`src/rtl/game_pkg.sv`:
```
// Shared definitions for the game front end: repeat-FSM state encoding
// and default button timing constants for the 25 MHz system clock.
package game_pkg;

    // Auto-repeat FSM state, kept as plain constants for legacy compatibility.
    typedef logic [1:0] rep_state_t;

    localparam rep_state_t ST_IDLE   = 2'd0;
    localparam rep_state_t ST_DELAY  = 2'd1;
    localparam rep_state_t ST_REPEAT = 2'd2;

    // Default timings at 25 MHz.
    localparam int unsigned DEBOUNCE_10MS      = 250000;
    localparam int unsigned REPEAT_DELAY_250MS = 6250000;
    localparam int unsigned REPEAT_PERIOD_50MS = 1250000;

    // Direction indices into the per-direction repeat arrays.
    localparam int unsigned DIR_LEFT  = 0;
    localparam int unsigned DIR_RIGHT = 1;

    function automatic int unsigned max_u(input int unsigned a, input int unsigned b);
        return (a > b) ? a : b;
    endfunction

endpackage

```
`src/rtl/button_debouncer.sv`:
```
// Two-flop synchronizer followed by a consecutive-cycle debounce counter.
// level_o is the registered debounced level; level_nxt_o is the value
// level_o will take at the next clock edge, so the consumer can register
// strobes that line up with the level change.
module button_debouncer
    import game_pkg::*;
#(
    parameter int unsigned DEBOUNCE_CYCLES = DEBOUNCE_10MS
) (
    input  logic clk_i,
    input  logic rst_i,
    input  logic btn_i,
    output logic level_o,
    output logic level_nxt_o
);

    localparam int unsigned    CW       = $clog2(DEBOUNCE_CYCLES + 1);
    localparam logic [CW-1:0]  CNT_LAST = CW'(DEBOUNCE_CYCLES - 1);

    logic          sync1_q;
    logic          sync2_q;
    logic [CW-1:0] cnt_q;
    logic [CW-1:0] cnt_d;
    logic          level_q;
    logic          level_d;

    // Bring the asynchronous button into the clock domain.
    always_ff @(posedge clk_i) begin
        if (rst_i) begin
            sync1_q <= 1'b0;
            sync2_q <= 1'b0;
        end else begin
            sync1_q <= btn_i;
            sync2_q <= sync1_q;
        end
    end

    // Count consecutive disagreeing cycles; flip the level on the last one.
    always_comb begin
        cnt_d   = '0;
        level_d = level_q;
        if (sync2_q != level_q) begin
            if (cnt_q == CNT_LAST) begin
                level_d = ~level_q;
            end else begin
                cnt_d = cnt_q + 1'b1;
            end
        end
    end

    // Debounce state registers.
    always_ff @(posedge clk_i) begin
        if (rst_i) begin
            cnt_q   <= '0;
            level_q <= 1'b0;
        end else begin
            cnt_q   <= cnt_d;
            level_q <= level_d;
        end
    end

    assign level_o     = level_q;
    assign level_nxt_o = level_d;

endmodule

```
`src/rtl/button_conditioner.sv`:
```
// Button front end: debounces left/right/shoot, emits one shoot strobe per
// press and left/right move strobes with auto-repeat while held.
module button_conditioner
    import game_pkg::*;
#(
    parameter int unsigned DEBOUNCE_CYCLES = DEBOUNCE_10MS,
    parameter int unsigned REPEAT_DELAY    = REPEAT_DELAY_250MS,
    parameter int unsigned REPEAT_PERIOD   = REPEAT_PERIOD_50MS
) (
    input  logic i_clk_25MHz,
    input  logic i_reset,
    input  logic i_left,
    input  logic i_right,
    input  logic i_shoot,
    output logic o_left_level,
    output logic o_right_level,
    output logic o_shoot_level,
    output logic o_left_pulse,
    output logic o_right_pulse,
    output logic o_shoot_pulse
);

    localparam int unsigned     RCW         = $clog2(max_u(REPEAT_DELAY, REPEAT_PERIOD) + 1);
    localparam logic [RCW-1:0]  DELAY_LOAD  = RCW'(REPEAT_DELAY - 1);
    localparam logic [RCW-1:0]  PERIOD_LOAD = RCW'(REPEAT_PERIOD - 1);

    logic [1:0]     dir_lvl;
    logic [1:0]     dir_lvl_nxt;
    logic           shoot_lvl;
    logic           shoot_lvl_nxt;

    rep_state_t     state_q [2];
    rep_state_t     state_d [2];
    logic [RCW-1:0] cnt_q   [2];
    logic [RCW-1:0] cnt_d   [2];
    logic [1:0]     strobe;
    logic           both_held;

    logic           left_pulse_q;
    logic           left_pulse_d;
    logic           right_pulse_q;
    logic           right_pulse_d;
    logic           shoot_pulse_q;
    logic           shoot_pulse_d;

    button_debouncer #(.DEBOUNCE_CYCLES(DEBOUNCE_CYCLES)) u_deb_left (
        .clk_i       (i_clk_25MHz),
        .rst_i       (i_reset),
        .btn_i       (i_left),
        .level_o     (dir_lvl[DIR_LEFT]),
        .level_nxt_o (dir_lvl_nxt[DIR_LEFT])
    );

    button_debouncer #(.DEBOUNCE_CYCLES(DEBOUNCE_CYCLES)) u_deb_right (
        .clk_i       (i_clk_25MHz),
        .rst_i       (i_reset),
        .btn_i       (i_right),
        .level_o     (dir_lvl[DIR_RIGHT]),
        .level_nxt_o (dir_lvl_nxt[DIR_RIGHT])
    );

    button_debouncer #(.DEBOUNCE_CYCLES(DEBOUNCE_CYCLES)) u_deb_shoot (
        .clk_i       (i_clk_25MHz),
        .rst_i       (i_reset),
        .btn_i       (i_shoot),
        .level_o     (shoot_lvl),
        .level_nxt_o (shoot_lvl_nxt)
    );

    // Repeat FSMs run on the next-cycle level so strobes register together
    // with the debounced level change they belong to.
    always_comb begin
        for (int unsigned d = 0; d < 2; d++) begin
            state_d[d] = state_q[d];
            cnt_d[d]   = cnt_q[d];
            strobe[d]  = 1'b0;
            case (state_q[d])
                ST_IDLE: begin
                    if (dir_lvl_nxt[d] && !dir_lvl[d]) begin
                        state_d[d] = ST_DELAY;
                        cnt_d[d]   = DELAY_LOAD;
                        strobe[d]  = 1'b1;
                    end
                end
                ST_DELAY: begin
                    if (!dir_lvl_nxt[d]) begin
                        state_d[d] = ST_IDLE;
                        cnt_d[d]   = '0;
                    end else if (cnt_q[d] == '0) begin
                        state_d[d] = ST_REPEAT;
                        cnt_d[d]   = PERIOD_LOAD;
                        strobe[d]  = 1'b1;
                    end else begin
                        cnt_d[d] = cnt_q[d] - 1'b1;
                    end
                end
                ST_REPEAT: begin
                    if (!dir_lvl_nxt[d]) begin
                        state_d[d] = ST_IDLE;
                        cnt_d[d]   = '0;
                    end else if (cnt_q[d] == '0) begin
                        cnt_d[d]  = PERIOD_LOAD;
                        strobe[d] = 1'b1;
                    end else begin
                        cnt_d[d] = cnt_q[d] - 1'b1;
                    end
                end
                default: begin
                    state_d[d] = ST_IDLE;
                    cnt_d[d]   = '0;
                end
            endcase
        end
    end

    // Repeat FSM state and counters.
    always_ff @(posedge i_clk_25MHz) begin
        if (i_reset) begin
            for (int unsigned d = 0; d < 2; d++) begin
                state_q[d] <= ST_IDLE;
                cnt_q[d]   <= '0;
            end
        end else begin
            for (int unsigned d = 0; d < 2; d++) begin
                state_q[d] <= state_d[d];
                cnt_q[d]   <= cnt_d[d];
            end
        end
    end

    // Opposing directions cancel; the FSMs keep their phase underneath.
    always_comb begin
        both_held     = &dir_lvl_nxt;
        left_pulse_d  = strobe[DIR_LEFT]  & ~both_held;
        right_pulse_d = strobe[DIR_RIGHT] & ~both_held;
        shoot_pulse_d = shoot_lvl_nxt & ~shoot_lvl;
    end

    // Registered strobe outputs.
    always_ff @(posedge i_clk_25MHz) begin
        if (i_reset) begin
            left_pulse_q  <= 1'b0;
            right_pulse_q <= 1'b0;
            shoot_pulse_q <= 1'b0;
        end else begin
            left_pulse_q  <= left_pulse_d;
            right_pulse_q <= right_pulse_d;
            shoot_pulse_q <= shoot_pulse_d;
        end
    end

    assign o_left_level  = dir_lvl[DIR_LEFT];
    assign o_right_level = dir_lvl[DIR_RIGHT];
    assign o_shoot_level = shoot_lvl;
    assign o_left_pulse  = left_pulse_q;
    assign o_right_pulse = right_pulse_q;
    assign o_shoot_pulse = shoot_pulse_q;

endmodule

```
`config.mk`:
```
export PLATFORM = sky130hd
export DESIGN_NAME = button_conditioner
export DESIGN_NICKNAME = d
export VERILOG_FILES = /design/src/rtl/game_pkg.sv /design/src/rtl/button_debouncer.sv /design/src/rtl/button_conditioner.sv
export SDC_FILE = /design/constraint.sdc
export NUM_CORES = 1
export LEC_CHECK = 0
export BUFFER_PORTS_ARGS = -buffer_cell sky130_fd_sc_hd__buf_2
export CAP_MARGIN = 20
export CORE_UTILIZATION = 60
export DETAILED_ROUTE_END_ITERATION = 16
export MAX_ROUTING_LAYER = met4
export PLACE_DENSITY = 0.79
export SLEW_MARGIN = 20
export SYNTH_ARGS = -nofsm -noshare
export SYNTH_HDL_FRONTEND = slang
export SYNTH_SLANG_ARGS = --single-unit
```
`constraint.sdc`:
```
create_clock -name i_clk_25MHz -period 3.4 [get_ports i_clk_25MHz]
set_clock_uncertainty 0.05 [all_clocks]
set_input_delay 0.68 -clock i_clk_25MHz [delete_from_list [all_inputs] [get_ports i_clk_25MHz]]
set_output_delay 0.68 -clock i_clk_25MHz [all_outputs]
set_load 0.02 [all_outputs]
```
==> run metrics <==
Post-Synthesis Cell Area about 0.0059 sq mm; buffers added on ports 10; wire length per cell around 16 um; largest net degree at the start of global routing 28; max cap viols 0; RD Place Congestion 0.9360; commonest register cell after synthesis dfxtp_1; #FFs+latches synth 116; CTS sink count approximately 120; Synth warnings 0; DIE AREA 0.01024 sq mm; GR Util All Layers between 30% and 40%; DR vias between 5k and 6k; Bufs and invs on worst path 0; PostCTS Resize Cnt 0; unrepaired setup endpoints after global routing false; residual DRC count 0; post-synthesis average cell area between 8 and 9 sq um; clock buffer depth 2; crit path launch type register; CTS H-tree lvls 4; Top-Level Pins 11; status finished clean; first-pass GRT wire length 23.60 mm; worst vdd ir approximately 0.00058 V; vias per cell slightly above 6; post-route ant nets 0; Final Hold Fails 0; clock root cell clkbuf_8; nets between 700 and 800; largest stage delay on the critical path ~0.62 ns; Die X approximately 100 um; die height 101.2 um; Distinct cells, synth 65; WP data arrival about 3.1 ns; Pint about 3 mW; P_leak 2.439 nW; CTS clk-pin slew, worst paths around 0.060 ns; Post-synth EDFFs 0; max_slew headroom between 40% and 50%; FMAX ~360 MHz; Detailed Place HPWL 9.201 mm; Seq/Total Area, Yosys 39.32%; Sw Pwr between 1 and 1.5 mW; post-route insts no fill about 870; initial drt markers roughly 320; Flop pwr share about a third; initial antenna violation count 0; CP delay by family, top simple AND/OR/NAND/NOR gates; setup_tns 0 ns; dpl ws 0.7049 ns; crit-path cells nor4_1, and4_1, nand2_1, mux2i_1, a22oi_1, a2111oi_0; grt ovf 0; Setup Buffers After CTS 0; Crit path required time between 3 and 4 ns; Initial Utilization between 60% and 70%; share of layout cells above drive strength 1 9.838%; Clock Latency Late Sink approximately 0.54 ns; Final period util a little over 80%; post-synthesis instance total ~700; Period minus WS final about 2.8 ns; WS Path Type register to register; nature of the critical path endpoint register; Clk pwr share between 40% and 50%; antenna cells 0; CP Max Fanout 8; Sw Share 28.53%; number of global-route vias before repair between 5k and 6k; worst-margin pin slew around 0.86 ns; FFs w/ async S/R, synth 0%; Post-Syn Nets 731; # hold bufs at CTS 0; FILL cells ~730; dpl cells roughly 840; Final Max Tran Viols 0; Num CTS Buffers 17; final wirelength about 14 mm; CTS tree built; Final setup viols 0; Comb pwr share between 10% and 20%; Hold Crit Class primary input to register; Synth-to-Final Area Change 13.50%; Final WS setup between 0.6 and 0.7 ns; num rows 35; Pwr Density ~630 mW/mm^2; Initial DRT Pass Iterations 5; core area ~0.0094 sq mm; slowest CP cell mux2i_1
## synthesized netlist by cell type (3+ instances only)
cell type	n	area share [%]
or3_1	8	0.85
o21a_1	8	1.0
xor2_1	29	4.3
a311oi_1	4	0.59
nor3b_1	4	0.51
nor2_1	102	6.5
inv_1	26	1.7
o21ai_0	32	2.7
ha_1	15	3.2
nand2b_1	3	0.32
a211oi_1	5	0.64
and3_1	14	1.5
xnor2_1	31	4.6
nor4_1	20	2.1
clkbuf_1	15	0.95
a31oi_1	9	0.95
nor2b_1	9	0.95
nand3_1	37	3.1
clkbuf_8	3	0.70
o21bai_1	3	0.38
nand2_1	52	3.3
mux2i_1	3	0.51
nand4_1	24	2.5
a21oi_1	36	3.1
buf_6	4	0.76
nor3_1	24	2.0
nor4b_1	3	0.44
nand4b_1	5	0.74
and4_1	9	1.3
and2_1	4	0.42
a221oi_1	4	0.59
o22ai_1	6	0.64
or4_1	3	0.38
dfxtp_1	116	39
o211ai_1	5	0.64
## worst paths after layout
kind         depth (start not counted)                  from  slack, ns                  end
max reg2reg                          6  u_deb_right.cnt_q[8]       0.65        o_right_pulse
min reg2reg                          1   u_deb_right.sync1_q       0.39  u_deb_right.sync2_q
min                                  2               i_shoot       0.33  u_deb_shoot.sync1_q
max                                  6  u_deb_right.cnt_q[8]       0.65        o_right_pulse
## power by group through the flow
| stage | registers [mW] | clock network [mW] | logic, mW |
|---|---|---|---|
| after floorplan | 1.46 | 0 | 0.694 |
| after global placement | 1.47 | 0 | 0.788 |
| after detailed placement | 1.47 | 0 | 0.797 |
| after CTS | 1.45 | 1.96 | 0.811 |
| after global routing | 1.45 | 2.03 | 0.902 |
| final | 1.45 | 1.94 | 0.829 |
## routing by layer
| metal | wire length, um | vias up | part of all wire [%] | track usage [%] |
|---|---|---|---|---|
| met3 | 968 | 30 | 7.0 | 9.593 |
| met5 | 0 | - | 0 | - |
| met2 | 6565 | 213 | 47 | 47.57 |
| li1 | - | 2603 | - | - |
| met1 | 6069 | 2569 | 44 | 36.19 |
| met4 | 223 | 0 | 1.6 | 11.82 |
## per-stage QoR
| stage | area [sq um] | hold slack [ns] | util [%] | total power [mW] |
|---|---|---|---|---|
| floorplan | 5906 | 0.3632 | - | 2.158 |
| global placement | 6056 | 0.3653 | 64.62 | 2.260 |
| detailed placement | 6056 | 0.3884 | 64.62 | 2.272 |
| CTS | 6703 | 0.3227 | 71.52 | 4.214 |
| global route | 6703 | 0.3324 | 71.52 | 4.382 |
| finish | 6703 | 0.3251 | 71.52 | 4.221 |
## flip-flops by register name, indices dropped and copies added, names as in the netlist
signal,flops
u_deb_right.level_o,1
u_deb_right.sync2_q,1
u_deb_shoot.sync2_q,1
u_deb_left.sync1_q,1
o_right_pulse,1
u_deb_left.level_o,1
o_left_pulse,1
cnt_q,46
u_deb_left.cnt_q,18
state_q,4
u_deb_shoot.cnt_q,18
u_deb_right.cnt_q,18
u_deb_right.sync1_q,1
u_deb_shoot.level_o,1
u_deb_left.sync2_q,1
o_shoot_pulse,1
u_deb_shoot.sync1_q,1
## cells by family (layout without fill, tap and decap cells)
kind of cell	after synthesis	after routing	share of synthesized area [%]
buffers and inverters	50	81	4.279
muxes	3	3	0.5085
adders and majority gates	15	15	3.178
AOI/OAI and AO/OA	134	134	14.79
and+or+nand+nor	333	333	29.03
DFF	116	116	39.32
xor gates and xnor gates	60	60	8.898
## layout make-up
cell class	instances	area, sq um	share of cell area (%)
multi-input cells	545	3331	49.69
flip-flops and latches	116	2322	34.65
repair buffers	22	140.1	2.091
inverters	27	101.3	1.512
clock inverters	13	205.2	3.061
well taps	129	161.4	2.408
clock buffers	19	441.7	6.590
## worst reg2reg max path, delay by kind of cell, from the launching register on
family | cells | cell delay, ns
compound gates | 2 | 0.55
mux | 1 | 0.62
simple gates | 3 | 1.05
flops | 1 | 0.35
## cell usage in the layout, fill, tap and decap left out, types with 3 or more instances in the layout
| cell type | count |
|---|---|
| and2_1 | 4 |
| mux2i_1 | 3 |
| xnor2_1 | 31 |
| or4_1 | 3 |
| a221oi_1 | 4 |
| a21oi_1 | 36 |
| inv_1 | 26 |
| clkbuf_16 | 16 |
| a31oi_1 | 9 |
| nand3_1 | 37 |
| o21a_1 | 8 |
| nor4b_1 | 3 |
| or3_1 | 8 |
| dfxtp_1 | 116 |
| nand2_1 | 52 |
| and3_1 | 14 |
| nor2b_1 | 9 |
| o21ai_0 | 32 |
| nor3b_1 | 4 |
| nor4_1 | 20 |
| ha_1 | 15 |
| xor2_1 | 29 |
| bufinv_16 | 5 |
| a311oi_1 | 4 |
| nand2b_1 | 3 |
| a211oi_1 | 5 |
| clkinvlp_4 | 3 |
| nor2_1 | 102 |
| nand4b_1 | 5 |
| clkbuf_8 | 3 |
| and4_1 | 9 |
| buf_2 | 10 |
| o22ai_1 | 6 |
| nor3_1 | 24 |
| nand4_1 | 24 |
| clkinv_2 | 3 |
| o211ai_1 | 5 |
| o21bai_1 | 3 |
| buf_4 | 12 |
Power figures use the tool's default switching activity.
